File: src/rtl/avst_sink_pkg.sv
// Shared types and register map for the Avalon-ST packet sink.
// Framing states, CSR word addresses and CTRL/STATUS bit positions.
package avst_sink_pkg;

  typedef enum logic {
    S_IDLE   = 1'b0,
    S_IN_PKT = 1'b1
  } state_e;

  localparam logic [2:0] A_CTRL   = 3'd0;
  localparam logic [2:0] A_PKT    = 3'd1;
  localparam logic [2:0] A_BYTE   = 3'd2;
  localparam logic [2:0] A_ERR    = 3'd3;
  localparam logic [2:0] A_LAST   = 3'd4;
  localparam logic [2:0] A_STATUS = 3'd5;
  localparam logic [2:0] A_BP     = 3'd6;
  localparam logic [2:0] A_RSVD   = 3'd7;

  localparam int CTRL_EN     = 0;
  localparam int CTRL_CLR    = 1;
  localparam int STAT_INPKT  = 0;
  localparam int STAT_STICKY = 1;

endpackage

File: src/rtl/avst_packet_sink_csr.sv
// CSR block: decode, CTRL/BP_PATTERN/sticky state, 1-cycle read pipe.
// A read in the same cycle as a write wins; the write is dropped.
module avst_packet_sink_csr
  import avst_sink_pkg::*;
(
  input  logic        clk,
  input  logic        reset,
  input  logic [2:0]  csr_address,
  input  logic        csr_read,
  input  logic        csr_write,
  input  logic [31:0] csr_writedata,
  output logic [31:0] csr_readdata,
  output logic        csr_readdatavalid,
  input  logic [31:0] pkt_count,
  input  logic [31:0] byte_count,
  input  logic [31:0] err_count,
  input  logic [31:0] last_len,
  input  logic        in_packet,
  input  logic        err_event,
  output logic        enable,
  output logic        clear,
  output logic [31:0] bp_pattern
);

  logic        wr_en;
  logic        sticky_err;
  logic [31:0] rd_mux;

  assign wr_en = csr_write & ~csr_read;
  assign clear = wr_en & (csr_address == A_CTRL)
               & csr_writedata[CTRL_CLR];

  always_ff @(posedge clk or posedge reset) begin
    if (reset) begin
      enable     <= 1'b0;
      bp_pattern <= 32'hFFFF_FFFF;
      sticky_err <= 1'b0;
    end else begin
      if (wr_en && csr_address == A_CTRL)
        enable <= csr_writedata[CTRL_EN];
      if (wr_en && csr_address == A_BP)
        bp_pattern <= csr_writedata;
      // a fresh error outranks a W1C landing in the same cycle
      if (clear)
        sticky_err <= 1'b0;
      else if (err_event)
        sticky_err <= 1'b1;
      else if (wr_en && csr_address == A_STATUS
               && csr_writedata[STAT_STICKY])
        sticky_err <= 1'b0;
    end
  end

  always_comb begin
    rd_mux = '0;
    case (csr_address)
      A_CTRL:   rd_mux[CTRL_EN] = enable;
      A_PKT:    rd_mux = pkt_count;
      A_BYTE:   rd_mux = byte_count;
      A_ERR:    rd_mux = err_count;
      A_LAST:   rd_mux = last_len;
      A_STATUS: begin
        rd_mux[STAT_INPKT]  = in_packet;
        rd_mux[STAT_STICKY] = sticky_err;
      end
      A_BP:     rd_mux = bp_pattern;
      default:  rd_mux = '0;
    endcase
  end

  always_ff @(posedge clk or posedge reset) begin
    if (reset) begin
      csr_readdata      <= '0;
      csr_readdatavalid <= 1'b0;
    end else begin
      csr_readdatavalid <= csr_read;
      if (csr_read)
        csr_readdata <= rd_mux;
    end
  end

endmodule

File: src/rtl/avst_packet_sink.sv
// Avalon-ST packet sink: framing checks, packet/byte/error counters,
// programmable backpressure pattern, CSR access via avst_packet_sink_csr.
module avst_packet_sink
  import avst_sink_pkg::*;
#(
  parameter  int DATA_BYTES = 8,
  localparam int EMPTY_W    = (DATA_BYTES > 1) ? $clog2(DATA_BYTES) : 1
) (
  input  logic                    clk,
  input  logic                    reset,
  input  logic [DATA_BYTES*8-1:0] stream_in_data,
  input  logic [EMPTY_W-1:0]      stream_in_empty,
  input  logic                    stream_in_valid,
  input  logic                    stream_in_startofpacket,
  input  logic                    stream_in_endofpacket,
  output logic                    stream_in_ready,
  input  logic [2:0]              csr_address,
  input  logic                    csr_read,
  input  logic                    csr_write,
  input  logic [31:0]             csr_writedata,
  output logic [31:0]             csr_readdata,
  output logic                    csr_readdatavalid,
  output logic                    csr_waitrequest
);

  state_e      state_q, state_d;
  logic [4:0]  bp_ptr;
  logic [31:0] pkt_count, pkt_d;
  logic [31:0] byte_count, byte_d;
  logic [31:0] err_count, err_d;
  logic [31:0] last_len, last_d;
  logic [31:0] run_len, run_d;
  logic [31:0] beat_bytes, len;
  logic        enable, clear, err_event;
  logic        accept, orphan, trunc, empty_err;
  logic [31:0] bp_pattern;
  logic        unused_data;

  assign unused_data     = ^stream_in_data;
  assign csr_waitrequest = 1'b0;
  assign stream_in_ready = enable & bp_pattern[bp_ptr];
  assign accept          = stream_in_valid & stream_in_ready;

  assign beat_bytes = stream_in_endofpacket
    ? 32'(DATA_BYTES) - 32'(stream_in_empty)
    : 32'(DATA_BYTES);

  assign orphan    = (state_q == S_IDLE) & ~stream_in_startofpacket;
  assign trunc     = (state_q == S_IN_PKT) & stream_in_startofpacket;
  assign empty_err = ~stream_in_endofpacket & (stream_in_empty != '0);

  always_comb begin
    state_d   = state_q;
    pkt_d     = pkt_count;
    byte_d    = byte_count;
    err_d     = err_count;
    last_d    = last_len;
    run_d     = run_len;
    err_event = 1'b0;
    len       = stream_in_startofpacket ? beat_bytes
                                        : run_len + beat_bytes;
    if (accept) begin
      byte_d    = byte_count + beat_bytes;
      err_event = orphan | trunc | empty_err;
      err_d     = err_count + 32'(err_event);
      // an orphan beat touches nothing but the byte and error counts
      if (!orphan) begin
        if (stream_in_endofpacket) begin
          pkt_d   = pkt_count + 32'd1;
          last_d  = len;
          run_d   = '0;
          state_d = S_IDLE;
        end else begin
          run_d   = len;
          state_d = S_IN_PKT;
        end
      end
    end
  end

  always_ff @(posedge clk or posedge reset) begin
    if (reset) begin
      state_q    <= S_IDLE;
      pkt_count  <= '0;
      byte_count <= '0;
      err_count  <= '0;
      last_len   <= '0;
      run_len    <= '0;
    end else if (clear) begin
      state_q    <= S_IDLE;
      pkt_count  <= '0;
      byte_count <= '0;
      err_count  <= '0;
      last_len   <= '0;
      run_len    <= '0;
    end else begin
      state_q    <= state_d;
      pkt_count  <= pkt_d;
      byte_count <= byte_d;
      err_count  <= err_d;
      last_len   <= last_d;
      run_len    <= run_d;
    end
  end

  always_ff @(posedge clk or posedge reset) begin
    if (reset)
      bp_ptr <= '0;
    else
      bp_ptr <= bp_ptr + 5'd1;
  end

  avst_packet_sink_csr u_csr (
    .clk               (clk),
    .reset             (reset),
    .csr_address       (csr_address),
    .csr_read          (csr_read),
    .csr_write         (csr_write),
    .csr_writedata     (csr_writedata),
    .csr_readdata      (csr_readdata),
    .csr_readdatavalid (csr_readdatavalid),
    .pkt_count         (pkt_count),
    .byte_count        (byte_count),
    .err_count         (err_count),
    .last_len          (last_len),
    .in_packet         (state_q == S_IN_PKT),
    .err_event         (err_event),
    .enable            (enable),
    .clear             (clear),
    .bp_pattern        (bp_pattern)
  );

endmodule

File: config.mk
export PLATFORM = sky130hd
export DESIGN_NAME = avst_packet_sink
export DESIGN_NICKNAME = d
export VERILOG_FILES = /design/src/rtl/avst_sink_pkg.sv /design/src/rtl/avst_packet_sink_csr.sv /design/src/rtl/avst_packet_sink.sv
export SDC_FILE = /design/constraint.sdc
export NUM_CORES = 1
export LEC_CHECK = 0
export CAP_MARGIN = 20
export CORE_AREA = 2 2 168 170
export CTS_CLUSTER_DIAMETER = 100
export DETAILED_ROUTE_END_ITERATION = 16
export DIE_AREA = 0 0 170 172
export DONT_BUFFER_PORTS = 1
export GPL_TIMING_DRIVEN = 0
export PLACE_DENSITY_LB_ADDON = 0.2
export SLEW_MARGIN = 25
export SYNTH_ARGS = -nofsm -noshare
export SYNTH_HDL_FRONTEND = slang
export SYNTH_SLANG_ARGS = --single-unit
File: constraint.sdc
create_clock -name clk -period 11.2 [get_ports clk]
set_clock_uncertainty 0.15 [all_clocks]
set_input_delay 2.24 -clock clk [delete_from_list [all_inputs] [get_ports clk]]
set_output_delay 2.24 -clock clk [all_outputs]
set_load 0.02 [all_outputs]
Yosys cells after proc, flatten, opt, wreduce, memory -nomap -nowiden
Index checks and enable logic that the tools add are counted.
Cells by class
  add/subtract/negate cells: 6
  magnitude comparators: 1
  equal/unequal tests: 7
  muxes and demuxes: 31
  bitwise gates (word level): 14
  reductions and logical operators: 11
Operators with widths (number)
  32-bit two-way mux: 18
  30-bit one-hot mux with 5 select lines: 1
  32-bit adder: 2
  32-bit by 1-bit adder with 32-bit output: 1
  32-bit by 1-bit adder with 32-bit output (second input constant): 1
  3-bit equality test (second input constant): 3
  1-bit two-way mux: 9
  1-bit AND: 8
  1-bit one-hot mux with 7 select lines: 1
  3-bit by 2-bit equality test with 1-bit output (second input constant): 2
  5-bit by 6-bit < comparator with 1-bit output (second input constant): 1
  1-bit one-hot mux with 6 select lines: 1
  3-bit nonzero test: 2
  5-bit by 1-bit adder with 5-bit output (second input constant): 1
  1-bit binary-select mux with 5-bit select: 1
  4-bit by 3-bit subtractor with 5-bit output (first input constant): 1
  1-bit logical AND: 4
  1-bit NOT: 4
  2-bit nonzero test: 2
  3-bit by 1-bit equality test with 1-bit output (second input constant): 1
  3-bit zero test: 1
  3-bit AND reduction: 1
  2-bit != test (second input constant): 1
  1-bit bitwise OR: 2
  2-bit AND reduction: 1
Storage, ports and cells
  bits in registers: 233
  bits of input ports: 109
  output and inout port bits: 35
  logic and storage cells: 82

Depth between registers and ports, before layout
Gate-level depths: netlist of run 1.
  depth after elaboration: 8
  depth in mapped cells: 13
  depth with buffers taken out: 11

By module
From an unflattened synthesis of run 1, not the netlist that was laid out.
Unflattened totals
  cells, all modules: 1426
  area, all modules: 13417.9 µm²
By module, submodules not included
  avst_packet_sink: instances 1, cells an instance 1083, area an instance 9594.2 µm², seq. area each 4154.0 µm²
  avst_packet_sink_csr: instances 1, cells an instance 343, area an instance 3823.7 µm², seq. area each 1716.6 µm²

Worst setup path after synthesis of run 1
Ideal clock, no wire load.
  path kind: input to register
  start: in stream_in_endofpacket
  end: reg last_len[22]
  setup time: 0.078 ns
  data arrival time: 4.693 ns
  required time: 10.972 ns
  slack: 6.279 ns
  stages: 13
  buffers on the path: 3
  path through: clkbuf_1 > and2_1 > ha_1 > inv_1 > fa_1 > nand3b_1 > and2_1 > clkbuf_1 > clkbuf_1 > nor3_1 > xor2_1 > nand3_1 > a21oi_1
Between the ends
  word-level cells in the longest chain between the ends: 7
  elaborated cells on any way between the ends: 9
  classes of those cells: add/sub (1); mux (6); reduce/logical (2)
RTL lines
  start, declared: RTL line avst_packet_sink.sv:15  | input logic stream_in_endofpacket,
  32-bit two-way mux: RTL line avst_packet_sink.sv:45  | ? 32'(DATA_BYTES) - 32'(stream_in_empty)
  32-bit adder: RTL line avst_packet_sink.sv:61  | : run_len + beat_bytes;
  32-bit two-way mux: RTL line avst_packet_sink.sv:60  | len = stream_in_startofpacket ? beat_bytes
  32-bit two-way mux: RTL line avst_packet_sink.sv:68  | if (stream_in_endofpacket) begin
  32-bit two-way mux: RTL line avst_packet_sink.sv:67  | if (!orphan) begin
  32-bit two-way mux: RTL line avst_packet_sink.sv:62  | if (accept) begin
  32-bit two-way mux: RTL line avst_packet_sink.sv:89  | end else if (clear) begin
  end signal, assigned: RTL line avst_packet_sink.sv:101  | last_len <= last_d;
  end, declared: RTL line avst_packet_sink.sv:31  | logic [31:0] last_len, last_d;
Several ways; a longest one is shown, not always the timed one. The select of a mux whose other input is x is not followed.
A chain may end at the register's enable or synchronous reset.

Worst setup path in the final report of run 1
Ends and elaborated chain as after synthesis.

==> results of run 1 <==
logic make-up after synthesis:
logic type,Yosys count
and+or+nand+nor,491
other,1
buffers and inverters,172
DFF,233
AOI/OAI and AO/OA,378
xor gates and xnor gates,32
muxes,113
adders and majority gates,18
metrics by stage:
step           instance area [um^2]  utilization
2_1_floorplan                 13600            -
3_3_place_gp                  14000        0.511
3_5_place_dp                  14100        0.513
4_1_cts                       15000        0.545
5_1_grt                       15000        0.545
6_report                      15000        0.545
cell usage in the layout (no fill, tap or decap), types with 9 or more instances in the layout:
master and n:
sky130_fd_sc_hd__dfrtp_1 201, sky130_fd_sc_hd__ha_1 16, sky130_fd_sc_hd__o22ai_1 30, sky130_fd_sc_hd__o21ai_0 44, sky130_fd_sc_hd__nor2_1 61, sky130_fd_sc_hd__nand4_1 20
sky130_fd_sc_hd__a22o_1 17, sky130_fd_sc_hd__mux2i_1 52, sky130_fd_sc_hd__clkbuf_1 72, sky130_fd_sc_hd__nand2_1 138, sky130_fd_sc_hd__and4_1 14, sky130_fd_sc_hd__or4_1 49
sky130_fd_sc_hd__nor4_1 14, sky130_fd_sc_hd__nand2b_1 13, sky130_fd_sc_hd__xor2_1 10, sky130_fd_sc_hd__o22a_1 29, sky130_fd_sc_hd__nand3b_1 9, sky130_fd_sc_hd__buf_1 9
sky130_fd_sc_hd__buf_4 9, sky130_fd_sc_hd__nor3_1 12, sky130_fd_sc_hd__and2_1 17, sky130_fd_sc_hd__xnor2_1 22, sky130_fd_sc_hd__nand3_1 79, sky130_fd_sc_hd__or3_1 22
sky130_fd_sc_hd__a21oi_1 126, sky130_fd_sc_hd__inv_1 62, sky130_fd_sc_hd__and3_1 15, sky130_fd_sc_hd__a22oi_1 32, sky130_fd_sc_hd__mux2_2 57, sky130_fd_sc_hd__buf_2 20
sky130_fd_sc_hd__dfstp_2 32, sky130_fd_sc_hd__clkbuf_16 27, sky130_fd_sc_hd__o31ai_1 45
state kept, by name, indices dropped and copies added, names as in the netlist:
name / flops
pkt_count: 32
u_csr.csr_readdata: 32
u_csr.csr_readdatavalid: 1
state_q: 1
u_csr.bp_pattern: 32
u_csr.enable: 1
last_len: 32
run_len: 32
u_csr.sticky_err: 1
err_count: 32
bp_ptr: 5
byte_count: 32
final cells by class:
cell class / instances / area, um^2
plain buffers: 109 / 509
clock buffers: 39 / 781
clock inverters: 7 / 87.6
fillers: 2446 / 12500
inverters: 63 / 244
multi-input cells: 1033 / 6980
flip-flops and latches: 233 / 5870
well taps: 346 / 433
repair buffers: 2 / 55.1
final timing paths:
| kind | start | to | slack (ns) | depth (start not counted) |
|---|---|---|---|---|
| worst max register to register | byte_count[0] | byte_count[20] | 8.10 | 10 |
| max in group asynchronous | reset | byte_count[24] | 8.16 | 3 |
| worst min-delay path | bp_ptr[1] | bp_ptr[1] | 0.34 | 1 |
| worst max-delay path | stream_in_endofpacket | last_len[22] | 5.98 | 13 |
| min in group asynchronous | reset | run_len[15] | 1.44 | 1 |
| worst min register to register | bp_ptr[1] | bp_ptr[1] | 0.34 | 1 |
cells in the mapped netlist, types with 44 or more instances:
cell,n,area (um^2)
sky130_fd_sc_hd__nand3_1,79,395
sky130_fd_sc_hd__inv_1,63,236
sky130_fd_sc_hd__nand2_1,138,518
sky130_fd_sc_hd__or4_1,49,368
sky130_fd_sc_hd__mux2_2,57,642
sky130_fd_sc_hd__o31ai_1,45,338
sky130_fd_sc_hd__nor2_1,61,229
sky130_fd_sc_hd__clkbuf_1,66,248
sky130_fd_sc_hd__dfrtp_1,201,5030
sky130_fd_sc_hd__a21oi_1,126,631
sky130_fd_sc_hd__o21ai_0,44,220
sky130_fd_sc_hd__mux2i_1,52,521
routing by layer:
layer  global-route usage  up-vias
met5                    0        -
met2                0.486      533
met3               0.0517      107
met4                0.126        0
met1                0.405     5804
li1                     -     5379
power groups by stage:
stage	Clock (uW)	Sequential, uW	Combinational, uW
finish	880	1010	406
global route	925	1020	441
CTS	891	1010	401
detailed placement	0	1020	399
global placement	0	1020	389
floorplan	0	997	286
==> summary.md, run 1 <==
For the worst-skew pair, the clock arrives at the later sink with an insertion delay of 0.54 ns. For the total number of nets in the final design, the log shows 1596. The post-detailed-route count of antenna-violating nets was 0; the half-perimeter wire length of the detailed placement result was 32500 um. The max-cap violation count is 0. The cell sitting at the root of the clock tree is a sky130_fd_sc_hd__clkbuf_16.

Total power for the finished layout comes to 2300 uW. The relative max-transition margin is 0.278, and the setup total negative slack is 0 ns. Data on the critical path arrives at its endpoint at 5.53 ns.

After detailed routing, the number of remaining DRC violations is 0. In this run the count of I/O pins placed on the die edge is 144. The global-route wire length before repair is 67300 um, and the proportion of layout cells with a drive suffix above 1 is 0.133.

STA classifies the critical path startpoint as an input port. In this run the post-CTS setup repair buffer count came out at 0. Each instance of the synthesized netlist takes up on average 9.46 um^2. The run gives 0.301 as the all-layer global routing usage. The switching power as a share of total power is 0.300, and the pin count of the biggest net entering global routing is 96. Counting tap cells, the placed design contains a total of 1786 instances. Synthesis produced 1438 cells. The logs give 0.000108 V for the worst vdd rail ir drop and 11823 for the via count. The longest clock path from root to sink contains 3 buffers. The maximum level of the CTS H-tree came out at 1. In this run the worst path has a maximum fanout of 10. The routed design could run at a clock period as short as 5.22 ns.

The cell seen most often among critical-path stages is sky130_fd_sc_hd__clkbuf_1. During synthesis, Yosys emitted a total of 0 warnings. The routed length per instance was 24.0 um. The tools report the clock group share of total power as 0.383. The slowest stage of the critical path is the sky130_fd_sc_hd__nor3_1 cell.

The synthesized design contains 0 enable-type register cells. The count of cells in the finished layout, fillers not included, comes to 1832. Setup repair after global routing left no endpoint under its margin. Before antenna repair, the detailed router went through 5 iterations. Gate family responsible for the most delay along the worst path: simple AND/OR/NAND/NOR gates.

In the detailed route, the total length drawn on met2 is 20100 um. The multiplexer share of the synthesized area was 0.0921. The part of the power in combinational logic came out at 0.176.

The element type at the critical path end was a register. The share of synthesized flip-flops with an asynchronous set or reset was 1.00; the register area share after synthesis was 0.432. The final number of max-transition violations was 0; the starting density of the core was 0.495. Highest routed metal layer: met4. TritonCTS built the clock tree. Timing would allow up to 0.191 GHz.

Counting flops and latches in the post-synthesis netlist gives 233. For the pin with the worst max-slew slack, the measured transition is 1.07 ns. In this design, the stage delay of the slowest critical-path cell is 0.41 ns. The adder and majority cell fraction of the synthesized area works out to 0.0177.

The standard-cell row count is 61, and the met3 wire length is 3590 um. The tools report the number of CTS-inserted buffers as 27. The count of instances resized after the clock tree is built came out at 0.

The type of the worst setup path was in2reg. The run finished with clean final reports. Hold is met by 0.341 ns. Counting both buffers and inverters, the worst setup path holds a total of 4. The post-synth design cell area was 13600 um^2. By area, the combinational part of the netlist is dominated by simple AND/OR/NAND/NOR gates. The die is 170 um wide. The power density normalized to cell area is 154 nW/um^2, and the final hold violation count is 0. Setup violations remaining at the end of the flow were counted as 0.

The wire length reported by the detailed router was 44000 um. The detailed router finished its first iteration with 1238 violations. Class of the tightest hold or removal check: reg2reg.

The congestion estimate from routability-driven global placement came to 0.958. The tools report the via count of the first global-routing pass as 11357. The tools report the sequential cell fraction of total power as 0.441. The xor and xnor fraction of the mapped netlist area is 0.0206, and the clock slew seen by the registers of the worst setup and hold paths is 0.06 ns.

After detailed routing, the number of vias per cell comes to 6.45. The critical path goes through clkbuf_1 > and2_1 > ha_1 > inv_1 > fa_1 > nand3b_1 > and2_1 > clkbuf_1 > clkbuf_1 > nor3_1 > xor2_1 > nand3_1 > a21oi_1. Measured along the y axis, the die boundary spans 172 um.

Data on the critical path is required at its endpoint by 11.51 ns. Leakage component of the power: 0.00610 uW. The placeable core region came out at 27500 um^2. The basic-gate share of the synthesized area counting and, or, nand and nor cells works out to 0.199. When the netlist entered floorplanning its net count stood at 1565. Final cycle utilization of the critical path: 0.466.

After detailed routing, the wire length on met1 is 18400 um. For this design the total switching power over the nets is 689 uW. For this design, the sink count on the clock tree is 233. The synthesized-area fraction occupied by ao, oa, aoi and oai cells is 0.184, and the worst setup slack after layout is 5.98 ns. The post-placement worst setup slack is 5.50 ns. The number of hold buffers added after CTS is 0. Global routing finished with a remaining overflow of 0. The number of antenna diodes in the final layout is 0. Relative to the synthesized area, the layout overhead comes to 10.0%.

The number of antenna violations at the first check in global routing came out at 0. The internal power contribution came out at 1610 uW. The die covers 29200 um^2. Counting distinct cell types in the post-synthesis netlist gives 72.

Port buffering added 0 buffers. For this run, the leading register cell type out of synthesis is sky130_fd_sc_hd__dfrtp_1.
No activity file was read; power rests on OpenSTA's default activity.
==> inputs of run 2 (changes only) <==
clock period = 5.2 ns   (was 11.2 ns; I/O delays follow)
==> run 2 against run 1 <==
Against the previous run: sequential share of layout area shrank 0.49 points; sequential power grew 120%; design area grew 1.3%; via count grew 0.11%; clock power grew 130%; wire length grew 0.77%; critical endpoint unchanged; register-to-register slack lost 6.0 ns.
==> summary.md, run 2 (synthesis results as in run 1) <==
For the worst-skew pair, the clock arrives at the later sink with an insertion delay of 0.54 ns. The tools report the pin count of the biggest net entering global routing as 31. The first global-routing pass estimated 68400 um of wire.

The starting density of the core was 0.495. The die boundary width works out to 170 um. For the worst setup path, the data arrival time is 4.29 ns. The vertical die dimension is 172 um. Timing would allow up to 0.251 GHz.

Post-placement worst setup slack: 0.642 ns. The worst register-to-register path has a depth of 9. I/O pin count: 144.

Row generation in the floorplan step produced 61 rows. The run gives 0.291 as the relative max-transition margin. At the worst endpoint, the required time is 5.51 ns.

After clock tree synthesis, the setup repair step added 0 buffers. The pin slew with the least headroom to its limit was 1.05 ns; the via density per instance was 6.44. Setup repair after global routing left no endpoint under its margin. The area growth from synthesis to layout is 11.4%. The most numerous cell type found on the critical path is sky130_fd_sc_hd__clkbuf_1.

The worst setup path is captured at a register. The cell at the root of the clock tree is sky130_fd_sc_hd__clkbuf_16. The tools report the fraction of met2 tracks used by global routing as 0.481.

TritonCTS built the clock tree. The post-detailed-route count of antenna-violating nets is 0. The tools report the startpoint kind of the worst setup timing path as an input port. The longest individual stage delay on the worst path was 0.42 ns; the number of inserted diodes was 0.

The final cycle utilization of the critical path was 0.767. Among all stages on the critical path, the largest delay is contributed by sky130_fd_sc_hd__nor3_1. The run gives 0 as the max-cap violation count.

The number of antenna violations at the first check in global routing is 0, and the number of hold buffers added after CTS is 0. The maximum level of the CTS H-tree came out at 1. The worst path in the final design needs a cycle of 3.99 ns, including I/O delays and setup. The tools report the number of CTS-inserted buffers as 26.

The run finished with clean final reports. The highest-utilization routing layer at the global route stage was met2. The logs give 0.414 for the met1 usage and 0 for the overflow left after global routing. The net count of the finished layout is 1601. Counting every sink on the clock net gives 233.

The power density normalized to cell area is 335 nW/um^2, and the number of non-filler instances in the completed layout is 1839. The number of placed instances, taps included, is 1792. In the layout the commonest cells are 201 x sky130_fd_sc_hd__dfrtp_1, 138 x sky130_fd_sc_hd__nand2_1, 126 x sky130_fd_sc_hd__a21oi_1, 79 x sky130_fd_sc_hd__nand3_1, 70 x sky130_fd_sc_hd__clkbuf_1. Half-perimeter wire length of the detailed placement result: 33000 um. Setup slack on the critical path of the routed design comes to 1.21 ns. The maximum count of clock buffers along a single path is 3. Via count of the first global-routing pass: 11578. After floorplanning, the core was sized to cover 27500 um^2. In this run the static leakage power is 0.00619 uW.

VDD sags by at most 0.000242 V. The routed length per instance was 24.1 um; the die outline area was 29200 um^2. The run gives 0.551 as the post-layout utilization of the core. The final number of max-transition violations is 0, and the all-layer global routing usage is 0.307. The path class of the tightest hold or removal check is in2async. For the routability congestion estimate from global placement, the log shows 0.939. In this run, post-CTS repair resized a total of 0 instances.

The DRC violation total after the first TritonRoute iteration came out at 1386. The type of the worst setup path is in2reg. The run gives 11836 as the via count. After clock tree synthesis, the clock-pin slew on the worst setup and hold paths is 0.06 ns. For the met3 track demand over resource in global routing, the log shows 0.0442. The routed design has 44400 um of wire. The critical-path maximum fanout was 10; the proportion of layout cells with a drive suffix above 1 was 0.139.

After detailed routing, the number of remaining DRC violations is 0. Input and output buffers added on the ports amount to 0. The critical path goes through clkbuf_1 > and2_1 > ha_1 > inv_1 > fa_1 > nand3b_1 > and2_1 > clkbuf_1 > clkbuf_1 > nor3_1 > xor2_1 > nand3_1 > a21oi_1. The tools report the final hold violation count as 0. The most common library cell in the layout ignoring fill and taps is sky130_fd_sc_hd__dfrtp_1. The final setup violation count is 0, and the iteration count of the initial detailed-routing pass is 5.
[run 2: cell types whose count changed in the layout (fill, tap and decap cells not counted), sizes merged]
cell	previous run	this run
inv	63	62
bufinv	2	3
buf	45	51
clkinv	4	2
clkbuf	105	108
[run 2: layout make-up]
class | count | area, um^2
clock inverter | 5 | 100
sequential | 233 | 5870
inverter | 63 | 240
clock buffer | 42 | 842
buffer | 109 | 509
timing repair buffer | 8 | 175
fill | 2488 | 12300
tap | 346 | 433
multi-input combinational | 1033 | 6980
[run 2: stage by stage]
step	hold WS, ns	power (uW)	instance area [um^2]	TNS, ns
4_1_cts	0.288	5070	15200	0
3_3_place_gp	0.321	3040	14000	-75.46
6_report	0.290	5070	15200	0
3_5_place_dp	0.333	3070	14200	0
2_1_floorplan	0.311	2770	13600	0
5_1_grt	0.314	5270	15200	0
[run 2: path summary, 6_finish.rpt]
kind                                        from      endpoint  slack (ns)
max                        stream_in_endofpacket  last_len[22]        1.21
min                                        reset     bp_ptr[1]        0.29
max reg2reg                            bp_ptr[0]    run_len[5]        2.07
min reg2reg                            bp_ptr[1]     bp_ptr[1]        0.34
max in group asynchronous                  reset   run_len[18]        3.64
min in group clk                       bp_ptr[1]     bp_ptr[1]        0.34
[run 2: metal layers]
| layer | routed length [um] | share of wire |
|---|---|---|
| met5 | 0 | 0 |
| met2 | 19800 | 0.45 |
| met4 | 2530 | 0.057 |
| met1 | 18700 | 0.42 |
| met3 | 3350 | 0.075 |
[run 2: critical path: cells and delay by family]
kind	cells	cell delay, ns
AOI/OAI and AO/OA	1	0.16
and+or+nand+nor	5	1.27
adders and majority gates	2	0.60
xor gates and xnor gates	1	0.24
buffers and inverters	4	0.97
[run 2: where the power goes]
part           leakage (uW)  internal, uW  total, uW  switching, uW
sequential          0.00308          2020       2180            163
combinational       0.00264           327        887            560
clock              0.000467          1250       2010            759
total               0.00619          3590       5070           1480
==> inputs of run 3 (changes only) <==
clock period = 3.7 ns   (was 5.2 ns; I/O delays follow)
==> run 3 against run 2 <==
Against the previous run: cell count about the same; combinational power increased by 41%; critical path depth decreased by 6; largest cell class unchanged; largest power group unchanged.
==> summary.md, run 3 (synthesis results as in run 1) <==
The flow ran to the end, and the final reports show no timing, DRC or antenna violations. The vertical die dimension came out at 172 um. I/O pin count: 144. At the end of routability-driven placement, the weighted congestion stood at 0.939. The logs give 0 for the final number of max-transition violations and 0.55 ns for the clock latency at the later pin of the worst-skew pair. The total area inside the core boundary comes to 27500 um^2. The finished layout holds 1840 standard cells, fillers aside. The tools report the cell count after placement as 1792. The most common library cell in the layout ignoring fill and taps was sky130_fd_sc_hd__dfrtp_1. The maximum count of clock buffers along a single path is 3, and the routed length per instance is 24.1 um.

The proportion of layout cells with a drive suffix above 1 was 0.141; the relative max-transition margin was 0.260. Relative to the synthesized area, the layout overhead comes to 11.6%. The run gives 61 as the standard-cell row count.

The worst path arrival time is 2.67 ns, and the number of antenna violations at the first check in global routing is 0. The starting density of the core is 0.495. Maximum level of the CTS H-tree: 1. The routed layout has 11898 vias. The critical hold path startpoint was csr_read. The post-detailed-route count of antenna-violating nets was 0. In this run the power density over the cells is 471 nW/um^2. The startpoint identified for the worst register-to-register timing path is bp_ptr[0].

The tools report the all-layer global routing usage as 0.306. IR analysis of the VDD net gives a maximum drop of 0.000345 V. For this design, the sink count on the clock tree is 233. Setup violations remaining at the end of the flow were counted as 0. The type of the worst setup path is reg2out. The tools report the cell at the root of the clock tree as sky130_fd_sc_hd__clkbuf_16.

In this run, CTS created clock tree buffers numbering 26. The via count of the first global-routing pass was 11571; the final cycle utilization of the critical path was 0.962. The final hold violation count came out at 0.

Entering global routing, the biggest net connects 31 pins. The minimum period implied by the final worst setup slack was 3.56 ns; the fill cell instance count of the final layout was 2484. The die boundary width works out to 170 um. The pre-antenna-repair detailed-routing pass consisted of 5 iterations. TritonCTS built the clock tree. The post-layout utilization of the core is 0.552, and the final design instance area without fill is 15200 um^2. In the layout the commonest cells are 201 x sky130_fd_sc_hd__dfrtp_1, 138 x sky130_fd_sc_hd__nand2_1, 126 x sky130_fd_sc_hd__a21oi_1, 79 x sky130_fd_sc_hd__nand3_1, 69 x sky130_fd_sc_hd__clkbuf_1. The highest achievable clock rate came out at 0.281 GHz.

In the routed layout, each cell is associated on average with a via count of 6.47. The logs give 29200 um^2 for the die outline area and 0 for the max-cap violation count. The run gives 14200 um^2 as the post-detailed-placement cell area. Along the worst path, the maximum fanout reaches 10.

The clock slew seen by the registers of the worst setup and hold paths is 0.06 ns. The number of port buffers is 0. For this run, the post-layout net count is 1602. The tools report the DRC violation total after the first TritonRoute iteration as 1309. After global routing the overflow that remains totals 0. The startpoint kind of the worst setup timing path is a register. The tools report the wire length reported by the detailed router as 44300 um. The class of the tightest hold or removal check is in2reg.

The run gives 33000 um as the half-perimeter wire length of the detailed placement result. Setup repair after global routing left no endpoint under its margin. The logs give 0.00620 uW for the leakage component of the power and 68400 um for the global-route wire length before repair. Tracing the worst setup path back leads to its startpoint at bp_ptr[0]. For the pin with the worst max-slew slack, the measured transition is 1.10 ns.

STA puts the critical path data required time at 2.81 ns. After detailed routing, the number of remaining DRC violations is 0. STA classifies the critical path endpoint as an output pin. The number of inserted diodes came out at 0.
[run 3: changes by cell type in the layout (fill, tap and decap cells not counted), sizes merged]
| cell | before | now |
|---|---|---|
| dlygate4sd3 | 0 | 1 |
[run 3: per-stage QoR]
step	total power, uW	TNS, ns	hold slack (ns)	setup slack [ns]
after global routing	7410	0	0.0571	0.0340
after floorplan	3890	-42.97	0.311	-0.214
after CTS	7130	0	0.0569	0.0629
final	7140	0	0.0678	0.139
after detailed placement	4310	-23.03	0.333	-0.558
after global placement	4270	-345.37	0.321	-1.59
[run 3: timing repair]
action / 4_1_cts / 5_1_grt
setup buffers: 0 / 0
hold endpoints to repair: 9 / 0
gates resized for setup: 1 / 3
hold buffers: 1 / 0
endpoints found under the setup margin: 1 / 7
[run 3: final timing paths]
kind	to	slack [ns]	cells after the start
setup / recovery	stream_in_ready	0.14	7
hold / removal	u_csr.csr_readdatavalid	0.07	0
setup reg to reg	run_len[5]	0.59	9
hold reg to reg	bp_ptr[1]	0.34	1
max in group asynchronous	run_len[18]	1.84	5
min in group asynchronous	bp_ptr[1]	0.60	2
[run 3: worst max-delay path, cell delays in order, from the launching register on]
cell	delay (ns)
sky130_fd_sc_hd__dfrtp_1	0.39
sky130_fd_sc_hd__buf_4	0.19
sky130_fd_sc_hd__buf_8	0.16
sky130_fd_sc_hd__mux2i_1	0.18
sky130_fd_sc_hd__a21o_1	0.24
sky130_fd_sc_hd__o211ai_4	0.41
sky130_fd_sc_hd__nand2_1	0.25
sky130_fd_sc_hd__nor2_2	0.30
[run 3: report_power, final]
group	internal (uW)	leakage [uW]	switching, uW	total (uW)
combinational	461	0.00265	788	1250
clock	1750	0.000467	1080	2830
sequential	2830	0.00308	230	3060
[run 3: cell type report]
class / count / area [um^2] / share of cell area
inverter: 63 / 240 / 0.0158
buffer: 109 / 510 / 0.0336
clock inverter: 5 / 100 / 0.00660
sequential: 233 / 5870 / 0.387
clock buffer: 42 / 842 / 0.0555
tap: 346 / 433 / 0.0285
timing repair buffer: 9 / 185 / 0.0122
multi-input combinational: 1033 / 6990 / 0.461
[run 3: routing by layer]
metal,part of all wire,wire (um),track usage,up-vias
met5,0,0,0,-
met4,0.056,2480,0.159,0
met3,0.075,3330,0.0444,123
met2,0.45,19800,0.482,522
met1,0.42,18700,0.414,5856
li1,-,-,-,5397
